<file path="src/rtl/logic_pkg.sv">
// Shared operation codes for the bitwise logic unit and anything that drives it.
package logic_pkg;

  localparam logic [2:0] OP_AND  = 3'd0;
  localparam logic [2:0] OP_OR   = 3'd1;
  localparam logic [2:0] OP_NOTA = 3'd2;
  localparam logic [2:0] OP_NOTB = 3'd3;
  localparam logic [2:0] OP_NAND = 3'd4;
  localparam logic [2:0] OP_NOR  = 3'd5;
  localparam logic [2:0] OP_XOR  = 3'd6;
  localparam logic [2:0] OP_XNOR = 3'd7;

endpackage

</file>
<file path="src/rtl/logic_func_comb.sv">
// Purely combinational two-operand bitwise function selected by a 3-bit op code.
module logic_func_comb
  import logic_pkg::*;
#(
  parameter int WIDTH = 8
) (
  input  logic [WIDTH-1:0] a,
  input  logic [WIDTH-1:0] b,
  input  logic [2:0]       op,
  output logic [WIDTH-1:0] y
);

  always_comb begin
    y = '0;
    case (op)
      OP_AND:  y = a & b;
      OP_OR:   y = a | b;
      OP_NOTA: y = ~a;
      OP_NOTB: y = ~b;
      OP_NAND: y = ~(a & b);
      OP_NOR:  y = ~(a | b);
      OP_XOR:  y = a ^ b;
      OP_XNOR: y = ~(a ^ b);
      default: y = '0;
    endcase
  end

endmodule

</file>
<file path="src/rtl/logic_unit_pipe.sv">
// Two-stage valid/ready pipelined bitwise logic unit with result flags and a
// wrapping count of consumed results.
module logic_unit_pipe #(
  parameter int WIDTH   = 8,
  parameter int COUNT_W = 16
) (
  input  logic               clk,
  input  logic               rst_n,
  input  logic               in_valid,
  output logic               in_ready,
  input  logic [WIDTH-1:0]   in_a,
  input  logic [WIDTH-1:0]   in_b,
  input  logic [2:0]         in_op,
  output logic               out_valid,
  input  logic               out_ready,
  output logic [WIDTH-1:0]   out_y,
  output logic               out_zero,
  output logic               out_ones,
  output logic               out_par,
  input  logic               clr_count,
  output logic [COUNT_W-1:0] xfer_count
);

  logic [WIDTH-1:0] y_comb;
  logic [WIDTH-1:0] y_p1;
  logic             vld_p1;
  logic             s1_adv;
  logic             s2_adv;

  function automatic logic flag_zero(input logic [WIDTH-1:0] v);
    return ~|v;
  endfunction

  function automatic logic flag_ones(input logic [WIDTH-1:0] v);
    return &v;
  endfunction

  function automatic logic flag_par(input logic [WIDTH-1:0] v);
    return ^v;
  endfunction

  logic_func_comb #(.WIDTH(WIDTH)) u_func (
    .a  (in_a),
    .b  (in_b),
    .op (in_op),
    .y  (y_comb)
  );

  // Each stage moves when the stage behind it is empty or draining.
  assign s2_adv   = ~out_valid | out_ready;
  assign s1_adv   = ~vld_p1 | s2_adv;
  assign in_ready = s1_adv;

  // Stage 1: function result
  always_ff @(posedge clk or negedge rst_n) begin
    if (!rst_n) begin
      vld_p1 <= 1'b0;
    end else if (s1_adv) begin
      vld_p1 <= in_valid;
    end
  end

  always_ff @(posedge clk) begin
    if (in_valid && s1_adv) begin
      y_p1 <= y_comb;
    end
  end

  // Stage 2: result and flags registered together
  always_ff @(posedge clk or negedge rst_n) begin
    if (!rst_n) begin
      out_valid <= 1'b0;
      out_y     <= '0;
      out_zero  <= 1'b0;
      out_ones  <= 1'b0;
      out_par   <= 1'b0;
    end else if (s2_adv) begin
      out_valid <= vld_p1;
      if (vld_p1) begin
        out_y    <= y_p1;
        out_zero <= flag_zero(y_p1);
        out_ones <= flag_ones(y_p1);
        out_par  <= flag_par(y_p1);
      end
    end
  end

  always_ff @(posedge clk or negedge rst_n) begin
    if (!rst_n) begin
      xfer_count <= '0;
    end else if (clr_count) begin
      xfer_count <= '0;
    end else if (out_valid && out_ready) begin
      xfer_count <= xfer_count + COUNT_W'(1);
    end
  end

endmodule

</file>
<file path="config.mk">
export PLATFORM = sky130hd
export DESIGN_NAME = logic_unit_pipe
export DESIGN_NICKNAME = d
export VERILOG_FILES = /design/src/rtl/logic_pkg.sv /design/src/rtl/logic_func_comb.sv /design/src/rtl/logic_unit_pipe.sv
export SDC_FILE = /design/constraint.sdc
export NUM_CORES = 1
export LEC_CHECK = 0
export ABC_AREA = 0
export CORE_MARGIN = 4
export CORE_UTILIZATION = 48
export CTS_BUF_LIST = sky130_fd_sc_hd__clkbuf_4
export DETAILED_ROUTE_END_ITERATION = 8
export GPL_TIMING_DRIVEN = 0
export PLACE_DENSITY = 0.82
export SLEW_MARGIN = 20
export SYNTH_ARGS = -nofsm -noshare
export SYNTH_HDL_FRONTEND = slang
export SYNTH_SLANG_ARGS = --single-unit
</file>
<file path="constraint.sdc">
create_clock -name clk -period 1.8 [get_ports clk]
set_clock_uncertainty 0.05 [all_clocks]
set_input_delay 0.27 -clock clk [delete_from_list [all_inputs] [get_ports clk]]
set_output_delay 0.27 -clock clk [all_outputs]
set_load 0.02 [all_outputs]
</file>
* Yosys cells after proc, flatten, opt, wreduce, memory -nomap -nowiden
Cells that the tools add are included.
** Storage, ports and cells
- Bits in registers :: 37
- Input port bits :: 24
- Logic and storage cells :: 40
** Operators by class
- Add/subtract/negate cells :: 1
- Eq/ne operators :: 7
- Mux-type cells :: 3
- Bitwise logic cells :: 12
- Reductions and logical operators :: 9
** Operators by type and width (count)
- case mux 8 bit (8 select lines) :: 1
- inverter 8 bit :: 5
- two-way mux 16 bit :: 2
- adder 16 x 1 -> 16 bit (second input constant) :: 1
- == test 3 bit (second input constant) :: 4
- AND 8 bit :: 1
- OR 8 bit :: 1
- AND reduction 8 bit :: 1
- OR reduction 8 bit :: 1
- parity 8 bit :: 1
- XOR 8 bit :: 1
- == test 3 x 2 -> 1 bit (second input constant) :: 2
- == test 3 x 1 -> 1 bit (second input constant) :: 1
- zero test 3 bit :: 1
- logical AND 1 bit :: 2
- inverter 1 bit :: 2
- OR 1 bit :: 2
- AND reduction 2 bit :: 1
- nonzero test 2 bit :: 1
- zero test 1 bit :: 1

* Logic depth before layout (Yosys ltp)
Gate-level depths: netlist (run 1).
- Depth in word-level cells :: 4
- Mapped depth :: 7

* By module
From an unflattened synthesis (run 1), not the netlist that was laid out.
** Second synthesis, totals
- Cells, all modules :: 277
- Area total of the unflattened synthesis :: 2585.0 um2
** Modules (own cells, without submodules)
- logic_unit_pipe :: times used 1, cells an instance 151, area an instance 1667.8 um2
- logic_func_comb :: times used 1, cells an instance 126, area an instance 917.1 um2

* Least setup slack after synthesis (run 1)
Ideal clock, no wire load.
- Path type :: register to register
- Start point :: register xfer_count[6]
- End point :: register xfer_count[15]
- Data arrival time :: 1682 ps
- Slack :: -10 ps
- Cell stages (with the launch flop) :: 5
- Path buffers :: 0
- Clock period less this slack :: 1810 ps
- Cell sequence :: dfrtp_1 nand4_2 or4_4 or3_1 a21oi_1
** Between the ends
- Longest elaborated chain between the ends :: 3
** RTL lines
- from (decl) :: line logic_unit_pipe.sv:21 : output logic [COUNT_W-1:0] xfer_count
- from (signal assigned) :: line logic_unit_pipe.sv:94 : xfer_count <= xfer_count + COUNT_W'(1);
- adder 16 x 1 -> 16 bit :: line logic_unit_pipe.sv:94
- two-way mux 16 bit :: line logic_unit_pipe.sv:93 : end else if (out_valid && out_ready) begin
- two-way mux 16 bit :: line logic_unit_pipe.sv:91 : end else if (clr_count) begin
Every way passes these cells. The select of a mux whose other input is x is not followed.
A chain may end at the register's enable or synchronous reset.

* Worst setup path after layout (run 1)
- Start point :: register xfer_count[1]
- End point :: register xfer_count[15]
The elaborated chain is that of the path after synthesis.

==> results by stage, run 1 <==
Clock network:
- CTS built an H-tree with a depth of 2.
- The longest clock path from root to sink contains 2 buffers.
- The cell chosen for the clock root is sky130_fd_sc_hd__clkbuf_4.
- Clock-pin slew was measured on the worst setup and hold paths at 120 ps.
- The number of clock buffers added by TritonCTS is 5.
- The source-to-sink clock delay at the later pin of the worst-skew pair is 350 ps.
- CTS saw 37 sinks.
- TritonCTS built the clock tree.

Drt:
- The count of nets left with antenna violations once routing finished came out at 0.
- The final route contains 2277 vias.
- For this block, the routed nets add up to 5.83 mm of wire.
- The mean number of vias per cell is 5.59.
- The count of unresolved DRC violations after routing is 0.
- After the first detailed-routing iteration, the DRC count stood at 130.
- The first-pass iteration count of the detailed router is 4.
- The wire length per cell is 14.3 um.

Die:
- For this design the top-level I/O count stands at 53.
- The floorplan step set the die height to 80.4 um.
- The initialized floorplan defines 26 standard-cell rows.
- Measured along the x axis, the die boundary spans 80.4 um.
- The area of the die is 0.00646 sq mm.
- The initial utilization of the core area, before any placement, comes to 49.3%.
- The total area inside the core boundary comes to 0.00511 sq mm.

Power:
- IR analysis of the VDD net gives a maximum drop of 347 uV.
- Overall power consumption after layout is estimated at 2.12 mW.
- In this run the power density over the cells is 656 mW/mm^2.
- Summed over all cells, the static leakage comes to 1.49 nW.

Worst setup path:
- The category of the most critical setup path is flop to flop.
- For the worst setup path, the data required time is 2040 ps.
- The worst setup path is launched from a flop.
- The data arrival time of the worst path is 2010 ps.
- The critical-path maximum fanout is 5.
- The worst reg-to-reg setup slack is 30 ps.
- STA classifies the critical path endpoint as a flop.

Logic synthesis:
- The synthesized instance count is 276.
- Counting flops with an async set or reset pin after synthesis yields a share of 78.4%.
- The number of warnings printed during yosys synthesis is 0.
- The average instance area after synthesis is 9.12 sq um.
- The number of register bits inferred by synthesis is 37.
- The synthesized design contains 8 enable-type register cells.
- Ranked by total cell area, the synthesized netlist is headed by sky130_fd_sc_hd__dfrtp_1, sky130_fd_sc_hd__ha_1, sky130_fd_sc_hd__edfxtp_1, sky130_fd_sc_hd__o21ai_0, sky130_fd_sc_hd__nand2_1.
- After synthesis, the largest area contributor takes up 28.8% of total cell area.
- sky130_fd_sc_hd__dfrtp_1 takes more of the synthesized area than any other cell.
- Yosys mapped the design onto 38 distinct sky130hd cell types.
- The dominant register cell in the synthesized netlist is sky130_fd_sc_hd__dfrtp_1.
- The fraction of the yosys area taken by sequential cells is 38.4%.
- The number of nets handed over by synthesis was 325.
- The netlist area before placement is 0.00252 sq mm.
- Counting instances in the post-synthesis netlist gives the leading cell types as sky130_fd_sc_hd__o21ai_0, sky130_fd_sc_hd__dfrtp_1, sky130_fd_sc_hd__nand2_1.
- The library cell with the highest instance count after synthesis is sky130_fd_sc_hd__o21ai_0.

Timing:
- Setup violations remaining at the end of the flow were counted as 0.
- The worst-case headroom to the max-slew limit is 58.0%.
- Setup repair after global routing could not meet its margin everywhere.
- The max-slew violation total from the final report is 0.
- After layout, the worst setup slack is 26.0 ps.
- Timing would allow up to 564 MHz.
- The count of endpoints failing hold in the final timing report is 0.
- The slew of the pin with the lowest slew margin is 630 ps.
- Counting I/O delays and the setup requirement, the final critical path takes 1770 ps.
- The share of the clock period used by the worst path after layout is 98.6%.

Placement:
- Before CTS, the worst setup slack after placement is -397 ps.
- Input and output buffers added on the ports amount to 49.
- The final estimated routing congestion in global placement is 0.832.
- The detailed placement HPWL is 4.26 mm.
- The total cell area at the placement stage is 0.00309 sq mm.

Final layout:
- The repair_antennas step left the layout with diodes totalling 0.
- Summing all non-filler instances in the final layout gives an area of 0.00324 sq mm.
- The relative area change from synthesis to final layout is 28.6%.
- After the last flow step, the layout net total stands at 385.
- The proportion of layout cells with a drive suffix above 1 is 11.9%.

Global routing:
- Entering global routing, the biggest net connects 30 pins.
- The first global-routing pass estimated 9.52 mm of wire.
- The global routing's busiest layer is met2.
- The global-route usage over all layers is 18.5%.
- For this run, global-route usage on met2 was measured as 32.0%.
- The met1 track demand over resource in global routing is 22.3%.
- Summed over all layers, the global routing overflow is 0.
- The number of antenna violations at the first check in global routing was 0.
- Global routing consumed, on the met3 layer, 3.48% of the routing resources.
- The number of global-route vias before repair is 2160.

Hold path:
- The worst hold path belongs to the class primary input to flop.

Run:
- The tool flagged a number of max-cap violations equal to 0.

Status:
- The run finished with clean final reports.
registers in the layout, summed over array words and instances (netlist names):
register / cells
out_valid: 1
out_par: 1
out_zero: 1
y_p1: 8
vld_p1: 1
out_y: 8
out_ones: 1
xfer_count: 16
final timing paths:
path                                    start             end  cells past startpoint
worst max-delay path            xfer_count[1]  xfer_count[15]                      4
worst min-delay path                clr_count  xfer_count[15]                      2
worst max register to register  xfer_count[1]  xfer_count[15]                      4
worst min register to register       out_y[1]        out_y[1]                      2
max in group asynchronous               rst_n   xfer_count[4]                      2
min in group asynchronous               rst_n   xfer_count[7]                      2
metal layers:
metal  up-vias  part of all wire, %
met5         -                    0
met4         0                  1.9
met3        10                  6.3
met2        90                   48
met1      1073                   43
li1       1104                    -
critical path: stages (launching register included):
cell	delay (ps)
sky130_fd_sc_hd__dfrtp_1	430
sky130_fd_sc_hd__nand4_1	180
sky130_fd_sc_hd__or4_4	540
sky130_fd_sc_hd__or3_4	380
sky130_fd_sc_hd__a21oi_2	140
area by class of cell:
cell class                 instances  area (sq um)
clock buffer                       6          45.0
inverter                          26          97.6
tap                               70          87.6
clock inverter                     2          33.8
fill                             434          1870
sequential                        37           977
buffer                            15          62.6
timing repair buffer              53           522
multi-input combinational        198          1410
kinds of logic after synthesis:
kind of cell | count (synthesis) | share of synthesized area [%]
AOI/OAI and AO/OA | 55 | 12.6
xor gates and xnor gates | 15 | 5.22
adders and majority gates | 25 | 12.4
buffers and inverters | 41 | 6.27
DFF | 37 | 38.4
muxes | 6 | 3.13
and+or+nand+nor | 97 | 21.9
stage by stage:
stage	std cells	TNS, ps	util [%]	hold slack (ps)
final	407	0	63.4	248
after global routing	407	-93.8	63.4	259
after CTS	404	0	62.2	234
after detailed placement	395	-3360	60.5	276
after global placement	395	-4510	60.6	413
after floorplan	276	0	-	-75.6
placed cells by master (no fill, tap or decap), types with 2 or more instances in the layout:
master                            instances
sky130_fd_sc_hd__dlygate4sd2_1            7
sky130_fd_sc_hd__ha_1                    25
sky130_fd_sc_hd__o21ai_0                 30
sky130_fd_sc_hd__o211ai_1                 4
sky130_fd_sc_hd__clkdlybuf4s50_1         36
sky130_fd_sc_hd__inv_1                   25
sky130_fd_sc_hd__dfrtp_2                  9
sky130_fd_sc_hd__nand3_1                  3
sky130_fd_sc_hd__and3_1                   2
sky130_fd_sc_hd__o22ai_1                  5
sky130_fd_sc_hd__clkbuf_1                 9
sky130_fd_sc_hd__xnor2_1                  9
sky130_fd_sc_hd__nand2_1                 26
sky130_fd_sc_hd__nor2_1                  12
sky130_fd_sc_hd__edfxtp_1                 8
sky130_fd_sc_hd__xor2_1                   6
sky130_fd_sc_hd__clkbuf_4                 6
sky130_fd_sc_hd__nand4b_1                10
sky130_fd_sc_hd__buf_4                    3
sky130_fd_sc_hd__clkbuf_2                 2
sky130_fd_sc_hd__dfrtp_1                 20
sky130_fd_sc_hd__or3_1                    8
sky130_fd_sc_hd__nor3_1                   2
sky130_fd_sc_hd__buf_2                    4
sky130_fd_sc_hd__nor4_1                   2
sky130_fd_sc_hd__nand2b_1                 8
sky130_fd_sc_hd__mux2_2                   5
sky130_fd_sc_hd__dlymetal6s2s_1           5
sky130_fd_sc_hd__nand4_1                 14
sky130_fd_sc_hd__a21oi_1                  8
sky130_fd_sc_hd__a211o_1                  5
where the power goes:
group	internal [mW]	total [mW]	switching, mW
Clock	0.305	0.574	0.269
Sequential	0.934	0.974	0.0400
Combinational	0.267	0.574	0.306
timing repair:
item                                   CTS  global route
resized for setup                        9            17
hold buffers                             1             0
pin swaps                                0             1
setup endpoints to repair                7            14
endpoints found under the hold margin   29             0
buffers inserted                         0             3
No activity file was read; power rests on OpenSTA's default activity.
==> run 2: changes to the inputs <==
--- a/config.mk
+++ b/config.mk
@@ -6,8 +6,10 @@
 export NUM_CORES = 1
 export LEC_CHECK = 0
 export ABC_AREA = 0
+export CELL_PAD_IN_SITES_DETAIL_PLACEMENT = 0
+export CELL_PAD_IN_SITES_GLOBAL_PLACEMENT = 2
 export CORE_MARGIN = 4
-export CORE_UTILIZATION = 48
+export CORE_UTILIZATION = 29
 export CTS_BUF_LIST = sky130_fd_sc_hd__clkbuf_4
 export DETAILED_ROUTE_END_ITERATION = 8
 export GPL_TIMING_DRIVEN = 0
==> run 2 against run 1 <==
  * Non-clock buffer count rose by 1
  * Highest routed layer unchanged
  * Largest power group unchanged
  * Critical path type is now primary input to flop
  * Global-route usage fell by 6.4 points
  * Utilization fell by 24 points
==> results by stage, run 2 (same netlist as run 1, synthesis figures left out) <==
Status:
- The flow ran to the end, and the final reports show no timing, DRC or antenna violations.

Final layout:
- In the layout the commonest cells are sky130_fd_sc_hd__clkdlybuf4s50_1, sky130_fd_sc_hd__o21ai_0, sky130_fd_sc_hd__nand2_1.
- The register with the most flip-flops in the final layout is xfer_count.
- The most frequent standard cell in the layout excluding fill and tap cells is sky130_fd_sc_hd__clkdlybuf4s50_1.
- The register with the most flip-flops in the layout has 16 of them.
- After routing the design area is 0.00327 sq mm.
- Once layout is complete, the utilization of the core stands at 39.2%.
- The largest registers in the layout are xfer_count x16, out_y x8, y_p1 x8.
- The final layout net count is 386.
- The area of the multi-input gates is 0.00141 sq mm.
- The relative area change from synthesis to final layout is 30.0%.
- The filler cells instantiated in the layout total 871.
- The sequential cell area is 977 sq um.
- The repair_antennas step left the layout with diodes totalling 0.
- In the final layout, the share of cells above drive strength 1 is 12.4%.

Timing:
- The post-route worst hold slack is 262 ps.
- For this run, the top clock speed supported by timing is 566 MHz.
- Setup repair after global routing could not meet its margin everywhere.
- Setup violations remaining at the end of the flow were counted as 0.
- The minimum clock period after layout is 1770 ps.
- The slew of the pin with the lowest slew margin is 662 ps.
- The max-slew violation total from the final report is 0.
- In the finished design, the share of the clock period the worst path needs comes to 98.2%.
- The count of endpoints failing hold in the final timing report is 0.
- Measured against its own limit, the worst slew margin works out to 55.9%.

Die:
- The core footprint is 0.00834 sq mm.
- The vertical extent of the die is 101 um.
- The floorplan step set the die width to 101 um.
- 53 I/O pins were placed.
- In this run the core area contains 33 standard-cell rows.
- The initial utilization of the core area, before any placement, comes to 30.2%.
- The area of the die is 0.0102 sq mm.

Power:
- The worst ir drop on vdd is 189 uV.
- The leakage power is 1.46 nW.
- The power per standard cell area is 607 mW/mm^2.
- The overall power consumption is 1.99 mW.

Worst setup path:
- The cell with the largest stage delay on the worst path is sky130_fd_sc_hd__clkdlybuf4s50_1.
- The kind of cell adding the most delay to the critical path is buffers and inverters.
- Across all register-to-register paths, the minimum setup slack is 80 ps.
- The nature of the critical path endpoint is a flop.
- The number of buffers and inverters on the critical path is 2.
- The data arrival time of the worst path is 1800 ps.
- The stage delay of the slowest cell on the critical path is 580 ps.
- The critical-path maximum fanout is 10.
- The endpoint identified for the worst register-to-register timing path is xfer_count[15].
- The worst flop-to-flop path startpoint is xfer_count[2].
- By startpoint and endpoint, the worst setup path is classified as primary input to flop.
- Walking the worst path, the cells encountered are clkdlybuf4s50_1, clkbuf_1, nand4b_1, nand4_1, o21ai_0, nand2_1.
- The depth of the worst register-to-register path is 4.
- For the worst setup path, the data required time is 1840 ps.
- The critical path launch point type is a primary input.

Drt:
- Using the TritonRoute via totals, the vias-per-cell ratio works out to 4.92.
- For this run, design rule violations remaining after detail routing come to 0.
- The wire length per cell is 13.2 um.
- The first routing iteration left 52 violations.
- The detail route stage leaves a number of antenna-violating nets equal to 0.
- The final routed wirelength across all metal layers is 5.86 mm.
- The first-pass iteration count of the detailed router is 7.
- Detailed routing inserted a total of 2181 vias.

Clock network:
- The number of clock sinks is 37.
- Counting along the longest clock path gives a buffer depth of 2.
- Counting the buffers created by CTS gives 5.
- The cell chosen for the clock root is sky130_fd_sc_hd__clkbuf_4.
- The source-to-sink clock delay at the later pin of the worst-skew pair is 330 ps.
- In this run the number of H-tree levels came out at 2.
- The clock tree from TritonCTS is yes.
- The CTS clock-pin slew for the worst setup and hold paths is 120 ps.

Placement:
- Buffers placed on the I/O ports in this run total 49.
- The total cell area at the placement stage is 0.00314 sq mm.
- The HPWL after detailed placement is 4.43 mm.
- At the end of routability-driven placement, the weighted congestion stood at 0.739.

Hold path:
- The worst hold path belongs to the class primary input to flop.
- Along the worst hold path, the cell count comes to 2.
- The launch point of the worst hold path is clr_count.
- The terminating pin of the worst hold path is xfer_count[6].

Global routing:
- Entering global routing, the biggest net connects 30 pins.
- The global-route usage over all layers is 12.1%.
- The first-pass GRT wire length is 10.1 mm.
- The number of global-route vias before repair came to 2079.
- The number of antenna violations at the first check in global routing came to 0.
- The total overflow reported by the global router is 0.

Run:
- Across the run, the number of max-cap violations was 0.
[run 2: cell count changes in the layout (fill, tap and decap cells not counted), sizes merged]
| cell | previous run | this run |
|---|---|---|
| clkdlybuf4s50 | 36 | 39 |
| clkdlybuf4s15 | 0 | 1 |
| dlygate4sd2 | 7 | 4 |
| bufinv | 1 | 0 |
| dlymetal6s2s | 5 | 4 |
| buf | 8 | 10 |
[run 2: worst max-delay path by stage]
stage	start	end	slack, ps	depth (start not counted)
CTS	xfer_count[3]	xfer_count[3]	4	1
global placement	out_ready	xfer_count[15]	-420	5
global route	in_op[0]	y_p1[5]	-6	5
finish	in_op[0]	y_p1[3]	30	6
floorplan	xfer_count[9]	xfer_count[15]	3	4
detailed placement	out_ready	xfer_count[15]	-420	5
[run 2: timing repair]
| action | in CTS | in global routing |
|---|---|---|
| resized for setup | 8 | 16 |
| setup buffers | 0 | 5 |
| hold endpoints to repair | 29 | 0 |
| pin swaps | 0 | 3 |
| hold buffers | 1 | 0 |
| endpoints found under the setup margin | 6 | 16 |
[run 2: layer usage]
metal | GRT usage, % | wire length [um]
met1 | 16.7 | 2830
met2 | 19.6 | 2710
met3 | 1.38 | 220
met4 | 4.40 | 97
met5 | 0 | 0
[run 2: through the flow]
step	cells	setup TNS, ps	setup WS [ps]
after floorplan	276	0	3.43
after global placement	430	-8410	-420
after detailed placement	430	-3660	-420
after CTS	439	0	4.14
after global routing	443	-5.97	-5.97
final	443	0	32.4
[run 2: where the power goes]
group          switching (mW)  internal [mW]
Sequential             0.0423          0.934
Combinational           0.301          0.269
Clock                   0.258          0.181
Total                   0.601           1.38
[run 2: cell type report]
cell class / count / share of cell area [%]
sequential: 37 / 29.9
clock buffer: 7 / 1.61
multi-input combinational: 198 / 43.2
inverter: 26 / 2.98
timing repair buffer: 55 / 16.4
tap: 105 / 4.02
buffer: 14 / 1.80
clock inverter: 1 / 0.115
[run 2: worst register-to-register path, stage by stage (launching register included)]
cell and delay [ps]:
sky130_fd_sc_hd__dfrtp_2 450, sky130_fd_sc_hd__nand3_2 110, sky130_fd_sc_hd__or4_4 560, sky130_fd_sc_hd__or3_1 360, sky130_fd_sc_hd__a21oi_1 130
